<file path="config.mk">
export PLATFORM = sky130hd
export DESIGN_NAME = puf_response_controller
export DESIGN_NICKNAME = d
export VERILOG_FILES = /design/src/rtl/puf_pkg.sv /design/src/rtl/puf_window_timer.sv /design/src/rtl/puf_response_controller.sv
export SDC_FILE = /design/constraint.sdc
export NUM_CORES = 1
export LEC_CHECK = 0
export CELL_PAD_IN_SITES_DETAIL_PLACEMENT = 0
export CELL_PAD_IN_SITES_GLOBAL_PLACEMENT = 1
export CORE_MARGIN = 8
export CORE_UTILIZATION = 39
export DETAILED_ROUTE_END_ITERATION = 8
export PLACE_DENSITY = 0.85
export SKIP_CTS_REPAIR_TIMING = 1
export SLEW_MARGIN = 25
export SYNTH_ARGS = -nofsm -noshare
export SYNTH_HDL_FRONTEND = slang
export SYNTH_SLANG_ARGS = --single-unit
</file>
<file path="constraint.sdc">
create_clock -name clk -period 4.4 [get_ports clk]
set_input_delay 0.88 -clock clk [delete_from_list [all_inputs] [get_ports clk]]
set_output_delay 0.88 -clock clk [all_outputs]
set_load 0.01 [all_outputs]
</file>
<file path="src/rtl/puf_pkg.sv">
// Shared types and defaults for the ring-oscillator PUF response controller.
package puf_pkg;

    typedef enum logic [2:0] {
        IDLE,
        SELECT,
        MEASURE,
        HOLD,
        COMPARE,
        DONE
    } puf_state_t;

    localparam int SEL_W_DEF    = 3;
    localparam int N_BITS_DEF   = 8;
    localparam int COUNT_W_DEF  = 16;
    localparam int WINDOW_DEF   = 1024;
    localparam int SYNC_CYC_DEF = 2;
    localparam int CHAL_MAX_W   = 256;

    // Brings challenge slice idx down to the LSBs; caller keeps the low 2*sel_w bits.
    function automatic logic [CHAL_MAX_W-1:0] chal_slice(input logic [CHAL_MAX_W-1:0] chal,
                                                         input int idx,
                                                         input int sel_w);
        return chal >> (idx * 2 * sel_w);
    endfunction

endpackage

</file>
<file path="src/rtl/puf_window_timer.sv">
// Loadable down-counter with terminal count; times both the counting window and the settle gap.
module puf_window_timer #(
    parameter int W = 11
) (
    input  logic         clk,
    input  logic         rst,
    input  logic         load,
    input  logic [W-1:0] load_val,
    output logic         tc
);

    logic [W-1:0] cnt;

    always_ff @(posedge clk) begin
        if (rst) begin
            cnt <= '0;
        end else if (load) begin
            cnt <= load_val;
        end else if (cnt != '0) begin
            cnt <= cnt - 1'b1;
        end
    end

    assign tc = (cnt == '0);

endmodule

</file>
<file path="src/rtl/puf_response_controller.sv">
// Sequences RO pair selection, counter clear, counting window, settle and compare for each response bit.
module puf_response_controller
    import puf_pkg::*;
#(
    parameter int SEL_W    = SEL_W_DEF,
    parameter int N_BITS   = N_BITS_DEF,
    parameter int COUNT_W  = COUNT_W_DEF,
    parameter int WINDOW   = WINDOW_DEF,
    parameter int SYNC_CYC = SYNC_CYC_DEF
) (
    input  logic                      clk,
    input  logic                      rst,
    input  logic                      start,
    input  logic [N_BITS*2*SEL_W-1:0] challenge,
    input  logic [COUNT_W-1:0]        count_a,
    input  logic [COUNT_W-1:0]        count_b,
    output logic [SEL_W-1:0]          sel_a,
    output logic [SEL_W-1:0]          sel_b,
    output logic                      cnt_rst,
    output logic                      cnt_en,
    output logic                      busy,
    output logic                      done,
    output logic [N_BITS-1:0]         response,
    output logic [N_BITS-1:0]         flag
);

    localparam int CHAL_W    = N_BITS * 2 * SEL_W;
    localparam int IDX_W     = (N_BITS > 1) ? $clog2(N_BITS) : 1;
    localparam int TMR_W     = $clog2(((WINDOW > SYNC_CYC) ? WINDOW : SYNC_CYC) + 1);
    localparam int HOLD_LOAD = (SYNC_CYC > 0) ? SYNC_CYC - 1 : 0;

    function automatic logic is_sat(input logic [COUNT_W-1:0] c);
        return &c;
    endfunction

    puf_state_t          state, state_n;
    logic [CHAL_W-1:0]   chal_q, chal_n;
    logic [IDX_W-1:0]    idx, idx_n;
    logic [N_BITS-1:0]   resp_n, flag_n;
    logic [2*SEL_W-1:0]  pair_n;
    logic                tmr_load, tmr_tc, same;
    logic [TMR_W-1:0]    tmr_val;

    assign same   = (sel_a == sel_b);
    assign pair_n = (2*SEL_W)'(chal_slice(CHAL_MAX_W'(chal_n), int'(idx_n), SEL_W));

    puf_window_timer #(.W(TMR_W)) u_timer (
        .clk      (clk),
        .rst      (rst),
        .load     (tmr_load),
        .load_val (tmr_val),
        .tc       (tmr_tc)
    );

    always_comb begin
        state_n  = state;
        chal_n   = chal_q;
        idx_n    = idx;
        resp_n   = response;
        flag_n   = flag;
        tmr_load = 1'b0;
        tmr_val  = '0;
        case (state)
            IDLE: begin
                if (start) begin
                    chal_n  = challenge;
                    idx_n   = '0;
                    resp_n  = '0;
                    flag_n  = '0;
                    state_n = SELECT;
                end
            end
            SELECT: begin
                if (same) begin
                    state_n = COMPARE;
                end else begin
                    state_n  = MEASURE;
                    tmr_load = 1'b1;
                    tmr_val  = TMR_W'(WINDOW - 1);
                end
            end
            MEASURE: begin
                if (tmr_tc) begin
                    if (SYNC_CYC == 0) begin
                        state_n = COMPARE;
                    end else begin
                        state_n  = HOLD;
                        tmr_load = 1'b1;
                        tmr_val  = TMR_W'(HOLD_LOAD);
                    end
                end
            end
            HOLD: begin
                if (tmr_tc) state_n = COMPARE;
            end
            COMPARE: begin
                // A same-RO pair never measured anything, so its bit is forced low and flagged.
                resp_n[idx] = !same && (count_a > count_b);
                flag_n[idx] = same || (count_a == count_b) || is_sat(count_a) || is_sat(count_b);
                if (idx == IDX_W'(N_BITS - 1)) begin
                    state_n = DONE;
                end else begin
                    idx_n   = idx + 1'b1;
                    state_n = SELECT;
                end
            end
            DONE:    state_n = IDLE;
            default: state_n = IDLE;
        endcase
    end

    // Outputs are registered from the next state so they line up with the state they describe.
    always_ff @(posedge clk) begin
        if (rst) begin
            state    <= IDLE;
            chal_q   <= '0;
            idx      <= '0;
            sel_a    <= '0;
            sel_b    <= '0;
            cnt_rst  <= 1'b1;
            cnt_en   <= 1'b0;
            busy     <= 1'b0;
            done     <= 1'b0;
            response <= '0;
            flag     <= '0;
        end else begin
            state    <= state_n;
            chal_q   <= chal_n;
            idx      <= idx_n;
            response <= resp_n;
            flag     <= flag_n;
            cnt_rst  <= (state_n == IDLE) || (state_n == SELECT) || (state_n == DONE);
            cnt_en   <= (state_n == MEASURE);
            busy     <= (state_n != IDLE);
            done     <= (state_n == DONE);
            if (state_n == SELECT) begin
                sel_a <= pair_n[2*SEL_W-1:SEL_W];
                sel_b <= pair_n[SEL_W-1:0];
            end
        end
    end

endmodule

</file>
## Word level (Yosys, flattened, before mapping)

Cells that the tools add are included.

- Register bits after elaboration: 91
- Bits of input ports: 83
- Output and inout bits: 26

- $add $sub $neg: 2
- Multipliers: 1
- Magnitude comparators: 3
- Equal/unequal tests: 11
- Shifts and indexed selects: 1
- Mux-type cells: 26
- Reductions and logical operators: 18

Operators by type and width:

| kind | count |
|---|---|
| 2-to-1 mux 48 bit | 2 |
| >> shifter 48 x 6 -> 6 bit | 1 |
| case mux 8 bit (2 select lines) | 2 |
| AND reduction 16 bit | 2 |
| 2-to-1 mux 11 bit | 2 |
| 2-to-1 mux 3 bit | 7 |
| case mux 10 bit (2 select lines) | 1 |
| bitwise mux 8 bit | 2 |
| == test 16 bit | 1 |
| > comparator 16 bit | 1 |
| case mux 3 bit (5 select lines) | 1 |
| logical NOT 11 bit | 1 |
| nonzero test 11 bit | 1 |
| subtractor 11 x 1 -> 11 bit, second input constant | 1 |
| 2-to-1 mux 10 bit | 1 |
| == test 3 x 2 -> 1 bit, second input constant | 3 |
| == test 3 bit, second input constant | 3 |
| 2-to-1 mux 8 bit | 1 |
| == test 3 x 1 -> 1 bit, second input constant | 2 |
| logical NOT 3 bit | 2 |
| case mux 3 bit (2 select lines) | 1 |
| logical OR 1 bit | 5 |
| multiplier 3 x 2 -> 5 bit, second input constant | 1 |
| less-than comparator 3 x 4 -> 1 bit, second input constant | 1 |
| 12 further kinds | 17 |

## Longest topological paths before layout

- Word-level depth: 6
- Depth in mapped cells: 10
- Gate-level depth less buffers: 8

## Cells and area by module

A second synthesis with hierarchy kept.

- Cells, all modules: 650
- Area total of the unflattened synthesis: 4,852.2 um^2

By module, submodules not included:

| module | times used | cells each | area an instance (um^2) | sequential area each (um^2) |
|---|---|---|---|---|
| puf_response_controller | 1 | 578 | 4,225.3 | 1,601.5 |
| puf_window_timer | 1 | 72 | 626.9 | 220.2 |

## Worst setup path after synthesis

No wires, ideal clock.

- Path type: input to register
- From: input count_b[14]
- To: register flag[1]
- Library setup time: 0.070 ns
- Data arrival time: 2.519 ns
- Data required time: 4.330 ns
- Setup slack: 1.811 ns
- Cell stages on the path: 9
- Path through: inv_1 ha_1 nand4_1 or2_2 o31ai_2 or3_1 clkbuf_1 nand3_1 a21oi_1

- Word-level cells in the longest chain between the ends: 6

RTL lines:

| what | RTL line | text |
|---|---|---|
| start, declared | puf_response_controller.sv:16 | `input logic [COUNT_W-1:0] count_b,` |
| == test 16 bit | puf_response_controller.sv:99 | `flag_n[idx] = same \|\| (count_a == count_b) \|\| is_sat(count_a) \|\| is_sat(count_b);` |
| logical OR 1 bit (2 in series) | puf_response_controller.sv:99 |  |
| logical OR 1 bit * | puf_response_controller.sv:99 |  |
| bitwise mux 8 bit * | puf_response_controller.sv:99 |  |
| case mux 8 bit (2 select lines) * | puf_response_controller.sv:63 | `case (state)` |
| end signal, assigned | puf_response_controller.sv:131 | `flag <= flag_n;` |
| end, declared | puf_response_controller.sv:24 | `output logic [N_BITS-1:0] flag` |

Every way passes the cells marked *; elsewhere a longest branch is shown, timed or not.
A chain may end at the register's enable or synchronous reset.

## Worst setup path after layout

- From: input count_b[15]
- To: register flag[2]

The elaborated chain is that of the path after synthesis.

==> results.tsv <==
stage	metric	value	unit
cells_and_area	commonest cells after routing, fill and taps aside	nand2_1 (110), clkdlybuf4s50_1 (107), dfxtp_1 (91)	
min_path	Hold Path Sink	chal_q[3]$_SDFF_PP0_	
timing	Least-Margin Pin Slew	0.870	ns
cells_and_area	FF+latch area	0.00182	sq mm
power	P_leak	2.26	nW
detailed_routing	vias per inst	5.41	
timing	final hold violation count	0	
power	Power Dens Cells	457	mW/mm^2
logic_synthesis	Yosys Warn Count	0	
logic_synthesis	post-synthesis average cell area	7.85	sq um
timing	RSZ-0062 raised after global routing	false	
die	Initial Util	40.2	%
cells_and_area	# fillers	1119	
worst_setup_path	Worst R2R Start	state[2]$_SDFF_PP0_	
timing	period utilization	69.0	%
logic_synthesis	mapped cell area	0.00461	sq mm
clock_tree	clock tree root buffer cell	clkbuf_16	
logic_synthesis	ys flop type	dfxtp_1	
timing	FMAX	0.329	GHz
job	max-cap viol count	0	
min_path	Hold Crit Class	flop to flop	
detailed_routing	total number of vias	4454	
clock_tree	Num Clock Sinks	91	
logic_synthesis	flops & latches, synth	91	
logic_synthesis	Syn Inst Count	587	
worst_setup_path	data required time of the worst path	4.66	ns
logic_synthesis	Yosys cell types	57	
clock_tree	CTS Buf Count	9	
global_routing	vias in the first global route	4395	
die	Core Footprint	0.0115	sq mm
cells_and_area	multi-input logic area	0.00255	sq mm
min_path	hold path depth	2	
timing	Max Slew Vio Count	0	
detailed_routing	Wirelength per Cell	15.9	um
logic_synthesis	Post-synth EDFFs	0	
worst_setup_path	Crit. End Element	flop	
global_routing	first-pass GRT wire length	21900	um
logic_synthesis	top-area cell type share of the netlist area	39.5	%
die	die area	0.0156	sq mm
timing	clock skew	0.00488	ns
logic_synthesis	async set-reset flop share out of synthesis	0	%
timing	final setup TNS	0	ns
cells_and_area	Nets	777	
global_routing	global-route usage over all layers	16.6	%
detailed_routing	DRC violations left	0	
worst_setup_path	Worst R2R Setup Slack	1.77	ns
power	Max VDD drop	239	uV
worst_setup_path	Setup CP Type	input port to flop	
worst_setup_path	Worst R2R Path Depth	6	
placed_design	final HPWL from detailed placement	9830	um
global_routing	largest net degree at the start of global routing	44	
global_routing	gr ovfl total	0	
worst_setup_path	CP max FO	9	
logic_synthesis	Mapped Nets	688	
cells_and_area	ant diodes	0	
worst_setup_path	crit path DAT	3.30	ns
logic_synthesis	Synth area leaders	dfxtp_1 (40%), a21oi_1 (9.3%), nand2_1 (9.0%)	
detailed_routing	final WL	13100	um
timing	post-route minimum period	3.04	ns
cells_and_area	most common cell after layout, fill and taps aside	nand2_1	
cells_and_area	Non-Filler Instances	824	
placed_design	GPL Wtd Cong	0.908	
detailed_routing	initial drt markers	347	
logic_synthesis	cell taking the most area after synthesis	dfxtp_1	
die	Die Wd	125	um
timing	Final setup viols	0	
die	I/O pins	109	
worst_setup_path	r2r endpoint	sel_a[2]$_SDFFE_PP0N_	
clock_tree	H-tree depth	3	
min_path	hold_sp	chal_q[3]$_SDFF_PP0_	
clock_tree	CTS tree	built	
global_routing	initial antenna violation count	0	
die	chip height	125	um
detailed_routing	TritonRoute pass-1 iters	4	
worst_setup_path	type of origin of the critical path	input port	
placed_design	placed cells	808	
clock_tree	Clock Path Buffers	2	
die	number of core rows	39	
timing	slew margin rel.	42.0	%
logic_synthesis	sequential area share after synthesis	39.5	%
outcome	outcome	complete, no violations	
cells_and_area	share of cells above drive strength 1	6.75	%
detailed_routing	Routed Antenna Nets	0	
cells_and_area	area growth from synthesis to layout	31.4	%
placed_design	PortBufs	108	
clock_tree	Skew-Pair Late Insertion Delay	0.33	ns
clock_tree	clock-pin slew on the worst setup and hold paths	0.06	ns
[cells in the mapped netlist, types with 4 or more instances]
library cell and count:
mux2_2 10, buf_2 4, o21ai_0 24, nor2b_1 9, nand2_1 111, dfxtp_1 91
nor3b_1 7, clkbuf_1 23, ha_1 18, nor4_1 5, a21o_1 6, xor2_1 5
a31oi_1 10, nor2_1 24, and2_1 4, xnor2_1 5, nand3_1 37, a21oi_1 86
inv_1 21, nor3_1 9, nand4_1 12, or3_1 11, o211ai_1 7
[routing by layer]
metal  vias to the layer above  global-route usage (%)  share of wire [%]
met3                        17                    3.15                4.3
met4                         0                    5.74                1.4
li1                       2227                       -                  -
met2                       113                    27.9                 48
met1                      2097                    20.7                 46
met5                         -                       0                  0
[where the power goes]
group	internal, mW	switching (mW)
clock network	0.499	0.315
registers	0.946	0.0956
logic	0.396	0.518
total	1.84	0.929
[worst max-delay path: stages]
cell	delay, ns
clkdlybuf4s50_1	0.48
inv_1	0.05
ha_1	0.27
nand4_1	0.14
or2_2	0.34
o31ai_2	0.47
or3_1	0.38
nand3_1	0.13
a21oi_1	0.15
[cell families after synthesis]
| group | Yosys count | share of synthesized area [%] |
|---|---|---|
| xor gates and xnor gates | 11 | 2.25 |
| muxes | 13 | 3.09 |
| adders and majority gates | 18 | 4.88 |
| and+or+nand+nor | 248 | 26.3 |
| AOI/OAI and AO/OA | 150 | 18.6 |
| DFF | 91 | 39.5 |
| buffers and inverters | 56 | 5.32 |
[registers in the layout, indices dropped and copies added (netlist names), 3 cells and up]
signal       flops
chal_q          48
u_timer.cnt     11
flag             8
response         8
idx              3
sel_a            3
sel_b            3
state            3
[through the flow]
step           setup slack [ns]  instance area, sq um  util [%]  total power [mW]  hold slack, ns
2_1_floorplan              1.81                  4610         -              1.70           0.433
3_3_place_gp               1.02                  5740      50.0              1.93           0.440
3_5_place_dp              0.871                  5740      50.0              1.97           0.445
4_1_cts                    1.22                  6050      52.8              2.78           0.454
5_1_grt                    1.19                  6060      52.8              2.94           0.464
6_report                   1.36                  6060      52.8              2.77           0.454
[how the worst max path moves through the flow]
stage	endpoint	start	slack, ns	depth (start not counted)
finish	flag[2]$_SDFFE_PP0P_	count_b[15]	1.36	9
floorplan	flag[1]$_SDFFE_PP0P_	count_b[14]	1.81	9
CTS	response[0]$_SDFFE_PP0P_	count_b[5]	1.22	9
global route	flag[1]$_SDFFE_PP0P_	count_b[15]	1.19	9
global placement	response[3]$_SDFFE_PP0P_	count_b[1]	1.02	9
detailed placement	response[0]$_SDFFE_PP0P_	count_b[1]	0.87	9
[area by class of cell]
| cell class | instances | area share [%] |
|---|---|---|
| flip-flops and latches | 91 | 30.1 |
| inverters | 21 | 1.30 |
| multi-input cells | 440 | 42.1 |
| repair buffers | 113 | 18.4 |
| well taps | 143 | 2.95 |
| clock inverters | 4 | 1.24 |
| clock buffers | 12 | 3.90 |
Note: power is estimated with default switching activity, not from simulation.
